## src/rtl/muldiv_unit.sv

```systemverilog
// Iterative RV32M multiply/divide unit: 32-cycle shift-add multiply and
// restoring divide on operand magnitudes, sign fix-up applied at the end.
module muldiv_unit (
  input  logic        clk,
  input  logic        rst_n,
  input  logic        start,
  input  logic [4:0]  alucontrol,
  input  logic [31:0] operand_a,
  input  logic [31:0] operand_b,
  output logic        busy,
  output logic        done,
  output logic [31:0] result,
  output logic        illegal
);

  localparam int unsigned XLEN = 32;
  localparam int unsigned CW   = 5;

  typedef enum logic [1:0] {IDLE, CALC, FINISH} state_e;

  state_e            state_q, state_d;
  logic [CW-1:0]     cnt_q, cnt_d;
  logic [2:0]        op_q, op_d;
  logic [XLEN-1:0]   a_mag_q, a_mag_d, b_mag_q, b_mag_d;
  logic              neg_q, neg_d, rneg_q, rneg_d, div0_q, div0_d;
  logic              ill_q, ill_d, hold_q, hold_d;
  logic [2*XLEN-1:0] prod_q, prod_d;
  logic [XLEN-1:0]   quot_q, quot_d, rem_q, rem_d;
  logic              busy_q, busy_d, done_q, done_d, illegal_q, illegal_d;
  logic [XLEN-1:0]   result_q, result_d;

  logic              a_sgn, b_sgn, a_neg, b_neg;
  logic [XLEN-1:0]   a_mag_c, b_mag_c;
  logic [XLEN:0]     mul_sum, div_shift, div_diff;
  logic [2*XLEN-1:0] prod_fix;
  logic [XLEN-1:0]   quot_fix, rem_fix;

  always_comb begin
    state_d   = state_q;
    cnt_d     = cnt_q;
    op_d      = op_q;
    a_mag_d   = a_mag_q;
    b_mag_d   = b_mag_q;
    neg_d     = neg_q;
    rneg_d    = rneg_q;
    div0_d    = div0_q;
    ill_d     = ill_q;
    hold_d    = hold_q;
    prod_d    = prod_q;
    quot_d    = quot_q;
    rem_d     = rem_q;
    done_d    = 1'b0;
    illegal_d = illegal_q;
    result_d  = result_q;

    // Signed operands: a for MULH/MULHSU/DIV/REM, b for MULH/DIV/REM
    a_sgn   = (alucontrol[2:0] == 3'd1) || (alucontrol[2:0] == 3'd2) ||
              (alucontrol[2:0] == 3'd4) || (alucontrol[2:0] == 3'd6);
    b_sgn   = (alucontrol[2:0] == 3'd1) || (alucontrol[2:0] == 3'd4) ||
              (alucontrol[2:0] == 3'd6);
    a_neg   = a_sgn & operand_a[XLEN-1];
    b_neg   = b_sgn & operand_b[XLEN-1];
    a_mag_c = a_neg ? (~operand_a + 32'd1) : operand_a;
    b_mag_c = b_neg ? (~operand_b + 32'd1) : operand_b;

    mul_sum   = {1'b0, prod_q[2*XLEN-1:XLEN]} + {1'b0, a_mag_q};
    div_shift = {rem_q, quot_q[XLEN-1]};
    div_diff  = div_shift - {1'b0, b_mag_q};

    prod_fix = neg_q ? (~prod_q + 64'd1) : prod_q;
    quot_fix = div0_q ? '1 : (neg_q ? (~quot_q + 32'd1) : quot_q);
    rem_fix  = rneg_q ? (~rem_q + 32'd1) : rem_q;

    unique case (state_q)
      IDLE: begin
        if (start) begin
          op_d    = alucontrol[2:0];
          a_mag_d = a_mag_c;
          b_mag_d = b_mag_c;
          neg_d   = a_neg ^ b_neg;
          rneg_d  = a_neg;
          div0_d  = (operand_b == '0);
          prod_d  = {32'd0, b_mag_c};
          quot_d  = a_mag_c;
          rem_d   = '0;
          cnt_d   = '0;
          if (alucontrol[4:3] == 2'b10) begin
            state_d = CALC;
            ill_d   = 1'b0;
            hold_d  = 1'b0;
          end else begin
            // Unsupported codes spend two cycles in FINISH before reporting
            state_d = FINISH;
            ill_d   = 1'b1;
            hold_d  = 1'b1;
          end
        end
      end
      CALC: begin
        prod_d = prod_q[0] ? {mul_sum, prod_q[XLEN-1:1]} : {1'b0, prod_q[2*XLEN-1:1]};
        if (!div_diff[XLEN]) begin
          rem_d  = div_diff[XLEN-1:0];
          quot_d = {quot_q[XLEN-2:0], 1'b1};
        end else begin
          rem_d  = div_shift[XLEN-1:0];
          quot_d = {quot_q[XLEN-2:0], 1'b0};
        end
        cnt_d = cnt_q + 5'd1;
        if (cnt_q == 5'd31) state_d = FINISH;
      end
      FINISH: begin
        if (hold_q) begin
          hold_d = 1'b0;
        end else begin
          done_d    = 1'b1;
          illegal_d = ill_q;
          ill_d     = 1'b0;
          state_d   = IDLE;
          if (ill_q) begin
            result_d = '0;
          end else begin
            unique case (op_q)
              3'd0:             result_d = prod_fix[XLEN-1:0];
              3'd1, 3'd2, 3'd3: result_d = prod_fix[2*XLEN-1:XLEN];
              3'd4, 3'd5:       result_d = quot_fix;
              default:          result_d = rem_fix;
            endcase
          end
        end
      end
      default: state_d = IDLE;
    endcase

    busy_d = (state_d != IDLE);
  end

  always_ff @(posedge clk or negedge rst_n) begin
    if (!rst_n) begin
      state_q   <= IDLE;
      cnt_q     <= '0;
      op_q      <= '0;
      a_mag_q   <= '0;
      b_mag_q   <= '0;
      neg_q     <= 1'b0;
      rneg_q    <= 1'b0;
      div0_q    <= 1'b0;
      ill_q     <= 1'b0;
      hold_q    <= 1'b0;
      prod_q    <= '0;
      quot_q    <= '0;
      rem_q     <= '0;
      busy_q    <= 1'b0;
      done_q    <= 1'b0;
      illegal_q <= 1'b0;
      result_q  <= '0;
    end else begin
      state_q   <= state_d;
      cnt_q     <= cnt_d;
      op_q      <= op_d;
      a_mag_q   <= a_mag_d;
      b_mag_q   <= b_mag_d;
      neg_q     <= neg_d;
      rneg_q    <= rneg_d;
      div0_q    <= div0_d;
      ill_q     <= ill_d;
      hold_q    <= hold_d;
      prod_q    <= prod_d;
      quot_q    <= quot_d;
      rem_q     <= rem_d;
      busy_q    <= busy_d;
      done_q    <= done_d;
      illegal_q <= illegal_d;
      result_q  <= result_d;
    end
  end

  assign busy    = busy_q;
  assign done    = done_q;
  assign result  = result_q;
  assign illegal = illegal_q;

endmodule

```

## config.mk

```make
export PLATFORM = sky130hd
export DESIGN_NAME = muldiv_unit
export DESIGN_NICKNAME = d
export VERILOG_FILES = /design/src/rtl/muldiv_unit.sv
export SDC_FILE = /design/constraint.sdc
export NUM_CORES = 1
export LEC_CHECK = 0
export CORE_ASPECT_RATIO = 0.6
export CORE_UTILIZATION = 64
export CTS_BUF_LIST = sky130_fd_sc_hd__clkbuf_8
export DETAILED_ROUTE_END_ITERATION = 16
export PLACE_DENSITY = 0.85
export SLEW_MARGIN = 20
export SYNTH_ARGS = -nofsm -noshare
export SYNTH_HDL_FRONTEND = slang
export SYNTH_SLANG_ARGS = --single-unit
```

## constraint.sdc

```tcl
create_clock -name clk -period 6.5 [get_ports clk]
set_input_delay 0.65 -clock clk [delete_from_list [all_inputs] [get_ports clk]]
set_output_delay 0.65 -clock clk [all_outputs]
set_load 0.005 [all_outputs]
```

## After elaboration in Yosys (flattened, before gate mapping)

Cells that the tools add are included.

| storage, ports and cells | value |
|---|---|
| output and inout bits | 35 |
| register bits | 242 |

| cells by class | value |
|---|---|
| multiplexer cells | 31 |
| add/sub/neg operators | 8 |
| reductions and logical operators | 18 |
| bitwise gates (word level) | 9 |
| equality and inequality tests | 15 |

Operators by type and width:

| kind | count |
|---|---|
| 2-to-1 mux 32 bit | 9 |
| 2-to-1 mux 64 bit | 3 |
| adder 32 x 1 -> 32 bit (second input constant) | 4 |
| NOT 32 bit | 4 |
| case mux 32 bit (2 select lines) | 2 |
| case mux 64 bit (2 select lines) | 1 |
| case mux 32 bit (3 select lines) | 1 |
| adder 64 x 1 -> 64 bit (second input constant) | 1 |
| NOT 64 bit | 1 |
| adder 32 x 32 -> 33 bit | 1 |
| subtractor 33 x 32 -> 33 bit | 1 |
| zero test 32 bit | 1 |
| equality test 3 bit (second input constant) | 4 |
| case mux 5 bit (2 select lines) | 1 |
| equality test 3 x 2 -> 1 bit (second input constant) | 3 |
| 2-to-1 mux 2 bit | 4 |
| AND reduction 2 bit | 4 |
| equality test 3 x 1 -> 1 bit (second input constant) | 2 |
| 2-to-1 mux 1 bit | 6 |
| case mux 2 bit (3 select lines) | 1 |
| nonzero test 2 bit | 3 |
| adder 5 x 1 -> 5 bit (second input constant) | 1 |
| equality test 5 bit (second input constant) | 1 |
| logical OR 1 bit | 5 |
| other kinds (13) | 17 |

## Logic depth before layout (Yosys ltp)

Gate-level depths: netlist of run 1.

| logic depth | value |
|---|---|
| word-level depth | 8 |
| depth in mapped cells | 14 |

## Least setup slack after synthesis of run 1

No wires, ideal clock.

| path | value |
|---|---|
| kind | register to register |
| from | reg quot_q[31] |
| to | reg rem_q[1] |
| path buffers | 2 |
| setup slack | 3296 ps |
| cell stages (with the launch flop) | 15 |
| data arrival time | 3083 ps |
| cells stage by stage | dfrtp_1 -> inv_1 -> ha_1 -> fa_1 -> nand2b_1 -> a21oi_1 -> o21ai_1 -> o31ai_1 -> a31oi_1 -> mux2i_1 -> and2_1 -> clkbuf_1 -> buf_2 -> o21ai_0 -> a22o_1 |

| between the ends | value |
|---|---|
| word-level cells in the longest chain between the ends | 3 |

Ends and longest elaborated chain:

| item | line | text |
|---|---|---|
| start: declaration | 28 | `logic [XLEN-1:0] quot_q, quot_d, rem_q, rem_d;` |
| start signal: assignment | 168 | `quot_q <= quot_d;` |
| subtractor 33 x 32 -> 33 bit | 68 | `div_diff = div_shift - {1'b0, b_mag_q};` |
| 2-to-1 mux 32 bit | 101 | `if (!div_diff[XLEN]) begin` |
| case mux 32 bit (2 select lines) | 74 | `unique case (state_q)` |
| end signal: assignment | 169 | `rem_q <= rem_d;` |
| end: declaration | 28 |  |

No other way between the ends.
A chain may end at the register's enable or synchronous reset.

## Final worst setup path of run 1

| path | value |
|---|---|
| from | reg rem_q[4] |
| to | reg rem_q[25] |

| between the ends | value |
|---|---|
| word-level cells in the longest chain between the ends | 3 |

Ends and longest elaborated chain:

| item | line |
|---|---|
| subtractor 33 x 32 -> 33 bit | 68 |
| 2-to-1 mux 32 bit | 101 |
| case mux 32 bit (2 select lines) | 74 |

No other way between the ends.

==> results of run 1 <==
final timing paths:
kind | depth (start not counted) | to
setup reg to reg | 12 | rem_q[25]
hold / removal | 1 | rem_q[26]
hold reg to reg | 2 | result[20]
setup / recovery | 12 | rem_q[25]
min in group clk | 2 | result[20]
max in group asynchronous | 2 | neg_q
critical path: stages, from the launching register on:
cell and delay [ps]:
dfrtp_1 450, ha_1 360, a21o_1 220, or3_1 300
o21ai_1 350, o31ai_1 140, buf_4 170, a31oi_1 380
mux2i_1 540, buf_4 340, and2_1 930, nor2_1 180
a221o_1 370
metal layers:
layer | track usage (%) | share of wire (%) | wire length [um]
met5 | 0.806 | 0.026 | 19
met4 | 9.84 | 2.5 | 1800
met3 | 22.5 | 18 | 13300
met2 | 62.9 | 38 | 27400
met1 | 70.9 | 41 | 29700
area by class of cell:
cell class | instances | area (sq um)
Antenna cell | 1 | 2.50
Multi-Input combinational cell | 1854 | 11700
Timing Repair Buffer | 132 | 1290
Tap cell | 367 | 459
Fill cell | 2070 | 7520
Inverter | 69 | 259
Clock buffer | 49 | 674
Sequential cell | 242 | 6060
Clock inverter | 18 | 109
power by group through the flow:
| stage | sequential [mW] | clock (mW) | combinational [mW] |
|---|---|---|---|
| finish | 3.33 | 1.41 | 7.27 |
| global route | 3.34 | 1.45 | 7.72 |
| CTS | 3.20 | 1.39 | 6.86 |
| detailed placement | 3.22 | 0 | 6.81 |
| global placement | 3.17 | 0 | 6.61 |
| floorplan | 2.62 | 0 | 4.93 |
sequential cells by signal, indices dropped and copies added (netlist names), 2 cells and up:
register	count
prod_q	64
a_mag_q	32
b_mag_q	32
quot_q	32
rem_q	32
result	32
cnt_q	5
op_q	3
state_q	2
kinds of logic after synthesis:
family          after synthesis  share of synthesized area (%)
xor+xnor                    216                           10.2
simple gates                721                           18.1
compound gates              815                           27.8
flops                       242                           32.6
buf+inv                     227                           4.66
mux                          29                           1.65
fa+ha+maj                    73                           5.00
layout by cell type, fill, tap and decap left out, types with 12 or more instances in the layout:
| master | count |
|---|---|
| a22o_1 | 19 |
| inv_1 | 77 |
| or4_1 | 16 |
| o21bai_1 | 13 |
| o31ai_1 | 47 |
| xor2_1 | 110 |
| o41ai_1 | 21 |
| or2_2 | 12 |
| xnor2_1 | 106 |
| mux2i_1 | 25 |
| nor4_1 | 19 |
| dfrtp_1 | 240 |
| clkdlybuf4s50_1 | 105 |
| nor3_1 | 33 |
| a21oi_1 | 176 |
| a211oi_1 | 17 |
| or3_1 | 37 |
| nand4_1 | 14 |
| o21ai_1 | 20 |
| clkbuf_8 | 49 |
| a22oi_1 | 70 |
| nor2_1 | 185 |
| a31oi_1 | 22 |
| nand3_1 | 35 |
| ha_1 | 71 |
| and3_1 | 13 |
| o22ai_1 | 29 |
| nand2b_1 | 19 |
| a21o_1 | 31 |
| buf_4 | 24 |
| o21ai_0 | 247 |
| nand2_1 | 287 |
| a32oi_1 | 12 |
==> run_results.csv, run 1 <==
group,metric,value,unit
placement,gp_congestion,1.13,
timing,drv_slew,0,
global_route,antenna_found_initial,4,
worst_setup_path,crit_required,6950,ps
logic_synthesis,synth.most_common_cell,"nand2_1",
timing,fmax,0.204,GHz
cells_and_area,drive_gt1_share,5.50,%
flow_run,maxCapViolCount,0,
worst_setup_path,reg2reg_slack,1600,ps
logic_synthesis,ys_seq_area_share,32.6,%
logic_synthesis,yosys_warnings,0,
worst_setup_path,cp-start-kind,"flip-flop",
power_and_ir_drop,clkPwrFrac,11.7,%
logic_synthesis,syn-cell-area,18600,sq um
logic_synthesis,synthTopCellsByArea,"dfrtp_1 (33%), o21ai_0 (6.7%), nand2_1 (5.8%)",
floorplan,die_area,29700,sq um
placement,dp_hpwl,53.8,mm
cells_and_area,stdcell_area,20500,sq um
routing,drc,0,
timing,tightest_slew,1140,ps
logic_synthesis,postSynthCellCount,2323,
logic_synthesis,synth_edf_count,0,
routing,drt_first_pass_iters,7,
routing,drt-total-wl,72.3,mm
clock_tree,clock-sinks,242,
routing,routed_via_density,7.19,
cells_and_area,num-nets-final,2483,
logic_synthesis,synth_seq_cells,242,
clock_tree,clkLatencyLatePin,590,ps
floorplan,design.core.area,28100,sq um
clock_tree,post_cts_buffers,0,
worst_setup_path,cp_max_fo,26,
floorplan,ios,107,
logic_synthesis,synth_top_area_share,32.6,%
timing,rsz0062_at_grt,"no",
logic_synthesis,yosys.area.top_type,"dfrtp_1",
global_route,grt_pass1_vias,17700,
power_and_ir_drop,swShare,54.7,%
clock_tree,root_buffer,"clkbuf_8",
timing,timing.final.crit_share,75.5,%
placement,placed_area,19700,sq um
clock_tree,cts_buffers,39,
clock_tree,ctsHoldBuffers,0,
cells_and_area,syn2layout_area_growth,10.6,%
logic_synthesis,synth.net_count,2468,
logic_synthesis,async_flop_share,100,%
cells_and_area,stdcell_count,2732,
placement,dpl_worst_slack,1850,ps
logic_synthesis,synthFlopType,"dfrtp_1",
timing,fin_ws,1600,ps
worst_hold_path,min-delay-path-class,"in2async",
timing,fin_worst_skew,21.0,ps
placement,dp_cells,2663,
timing,setup_viol,0,
floorplan,rows,47,
placement,io_buffers,106,
worst_setup_path,timing.rr.start,"rem_q[4]",
worst_setup_path,critPathCaptureType,"flip-flop",
worst_setup_path,startpoint,"rem_q[4]",
power_and_ir_drop,p_int,5.44,mW
global_route,grt_max_degree,164,
clock_tree,cts.repair.resized,0,
timing,setup_tns,0,ps
clock_tree,htree_levels,2,
timing,maxSlewHeadroom,24.0,%
power_and_ir_drop,combPwrFrac,60.5,%
timing,post-route-min-period,4900,ps
clock_tree,clk_pin_slew,70,ps
power_and_ir_drop,p_switching,6.57,mW
routing,via_count,19600,
status,outcome,"finished clean",
power_and_ir_drop,pwr_density_cell,585,nW/um^2
power_and_ir_drop,power_frac_seq,27.7,%
power_and_ir_drop,ir_drop,399,uV
timing,fin_hold_ws,46.7,ps
routing,wl_per_cell,26.5,um
worst_setup_path,cp.arrival,5350,ps
global_route,grt_pass1_wl,108,mm
floorplan,start_util,66.2,%
worst_setup_path,path_class,"reg2reg",
clock_tree,tritoncts,"done",
timing,hold_viol_final,0,
logic_synthesis,ys_types,76,
floorplan,dieHeight,134,um
routing,ant_nets,0,
floorplan,die_x,222,um
logic_synthesis,synth_commonest_cells,"nand2_1 (289), o21ai_0 (247), dfrtp_1 (242)",
global_route,grt_usage,48.1,%
logic_synthesis,avgSynthCellArea,7.99,sq um
power_and_ir_drop,leakagePower,8.79,nW
clock_tree,clk_path_buf_depth,3,
power_and_ir_drop,total_power,12.0,mW
global_route,grt_overflow,0,
routing,drt_iter0_drc,3779,
cells_and_area,fin_util,73.2,%
Power figures use the tool's default switching activity.
==> inputs of run 2 (changes only) <==
--- a/config.mk
+++ b/config.mk
@@ -6,10 +6,10 @@
 export NUM_CORES = 1
 export LEC_CHECK = 0
 export CORE_ASPECT_RATIO = 0.6
-export CORE_UTILIZATION = 64
+export CORE_UTILIZATION = 63
 export CTS_BUF_LIST = sky130_fd_sc_hd__clkbuf_8
 export DETAILED_ROUTE_END_ITERATION = 16
-export PLACE_DENSITY = 0.85
+export PLACE_DENSITY = 0.84
 export SLEW_MARGIN = 20
 export SYNTH_ARGS = -nofsm -noshare
 export SYNTH_HDL_FRONTEND = slang
==> constraint.sdc (replaced) <==
create_clock -name clk -period 5.1 [get_ports clk]
set_input_delay 0.51 -clock clk [delete_from_list [all_inputs] [get_ports clk]]
set_output_delay 0.51 -clock clk [all_outputs]
set_load 0.005 [all_outputs]
==> run_results.csv, run 2 (synthesis gave the netlist of run 1 again) <==
group,metric,value,unit
routing,drt_first_pass_iters,8,
timing,fmax,0.233,GHz
cells_and_area,final_common_cell,"nand2_1",
global_route,grt_pass1_wl,105,mm
worst_setup_path,cp-start-kind,"flip-flop",
timing,setup_viol,0,
global_route,antenna_found_initial,2,
timing,timing.final.crit_share,84.2,%
placement,gp_congestion,1.12,
worst_setup_path,cp.arrival,4770,ps
worst_setup_path,path_class,"reg2reg",
floorplan,design.core.area,28800,sq um
cells_and_area,antenna_cells,0,
clock_tree,tritoncts,"done",
cells_and_area,drive_gt1_share,5.82,%
power_and_ir_drop,leakagePower,8.85,nW
power_and_ir_drop,total_power,15.3,mW
routing,drt-total-wl,70.3,mm
floorplan,start_util,64.4,%
clock_tree,root_buffer,"clkbuf_8",
timing,tightest_slew,1080,ps
worst_setup_path,cpPeakStageDelay,660,ps
cells_and_area,stdcell_count,2748,
timing,setup_tns,0,ps
clock_tree,cts.repair.resized,0,
cells_and_area,num-nets-final,2489,
worst_setup_path,crit_chain,"inv_1, ha_1, fa_1, nand2b_1, a21oi_1, o21ai_1, o31ai_1, a31oi_1, mux2i_1, buf_4, and2_1, buf_4, o21ai_0, a22o_1",
routing,ant_nets,0,
routing,drt_iter0_drc,3162,
clock_tree,cts_buffers,39,
floorplan,die_area,30200,sq um
cells_and_area,syn2layout_area_growth,11.2,%
timing,rsz0062_at_grt,"no",
global_route,grt_overflow,0,
timing,post-route-min-period,4300,ps
worst_hold_path,min-delay-path-class,"reg2reg",
floorplan,dieHeight,135,um
routing,wl_per_cell,25.6,um
cells_and_area,top_register,"prod_q",
cells_and_area,largest_reg_flops,64,
power_and_ir_drop,pwr_density_cell,740,nW/um^2
placement,dp_hpwl,53.7,mm
floorplan,die_x,224,um
global_route,grt_usage,46.3,%
placement,io_buffers,106,
global_route,grt_max_degree,100,
worst_setup_path,cp_max_fo,14,
clock_tree,htree_levels,2,
clock_tree,clkLatencyLatePin,600,ps
routing,routed_via_density,7.02,
status,outcome,"finished clean",
placement,dp_cells,2677,
cells_and_area,final_cell_mix,"nand2_1 (287), o21ai_0 (247), dfrtp_1 (240)",
timing,fin_worst_skew,29.8,ps
power_and_ir_drop,ir_drop,491,uV
timing,maxSlewHeadroom,28.3,%
clock_tree,clk_pin_slew,60,ps
clock_tree,clk_path_buf_depth,3,
clock_tree,clock-sinks,242,
clock_tree,post_cts_buffers,0,
worst_setup_path,crit_required,5570,ps
flow_run,maxCapViolCount,0,
worst_setup_path,slowest_stage,"o31ai_1",
timing,hold_viol_final,0,
timing,fin_hold_ws,481,ps
worst_setup_path,cp_common_cell,"buf_4",
timing,drv_slew,0,
clock_tree,ctsHoldBuffers,1,
floorplan,ios,107,
routing,via_count,19300,
routing,drc,0,
global_route,grt_pass1_vias,17200,
floorplan,rows,48,
worst_setup_path,critPathCaptureType,"flip-flop",
[run 2: changes by cell type in the layout (fill, tap and decap cells not counted), moves of 2 or more]
cell,before,now
inv_8,0,2
buf_4,24,30
bufinv_16,1,4
inv_6,2,0
clkbuf_8,49,46
[run 2: worst max-delay path: cells and delay by family (launching register included)]
kind	cells	cell delay, ps
fa+ha+maj	2	610
simple gates	2	640
compound gates	6	1620
mux	1	300
buf+inv	3	580
flops	1	410
[run 2: layout make-up]
cell class / count / area, sq um
Multi-Input combinational cell: 1854 / 11700
Fill cell: 2253 / 8190
Sequential cell: 242 / 6060
Timing Repair Buffer: 138 / 1320
Clock buffer: 46 / 633
Tap cell: 375 / 469
Inverter: 69 / 259
Clock inverter: 24 / 220
[run 2: per-stage QoR]
stage | setup slack [ps] | cell area, sq um | util (%)
3_5_place_dp | 1010 | 19800 | 68.6
6_report | 803 | 20600 | 71.6
2_1_floorplan | 1900 | 18600 | -
4_1_cts | 971 | 20600 | 71.6
3_3_place_gp | 1100 | 19800 | 68.6
5_1_grt | 607 | 20600 | 71.6
[run 2: worst paths after layout]
kind,from,to,slack (ps),cells past startpoint
min,cnt_q[3],cnt_q[3],480,1
max reg2reg,quot_q[31],rem_q[1],800,14
min in group asynchronous,rst_n,result[13],510,2
min reg2reg,cnt_q[3],cnt_q[3],480,1
max,quot_q[31],rem_q[1],800,14
max in group asynchronous,rst_n,b_mag_q[17],3460,3
[run 2: metal layers]
metal | vias up | GRT usage, % | part of all wire (%)
li1 | 8480 | - | -
met1 | 9218 | 67.9 | 42
met2 | 1415 | 59.0 | 38
met3 | 158 | 24.3 | 18
met4 | 8 | 9.40 | 1.9
met5 | - | 0 | 0.078
[run 2: power by group]
part	leakage, nW	switching, mW	internal, mW	total [mW]
Clock	0.483	0.883	1.03	1.92
Sequential	3.05	1.54	2.73	4.27
Combinational	5.31	5.79	3.29	9.09
Total	8.85	8.21	7.06	15.3
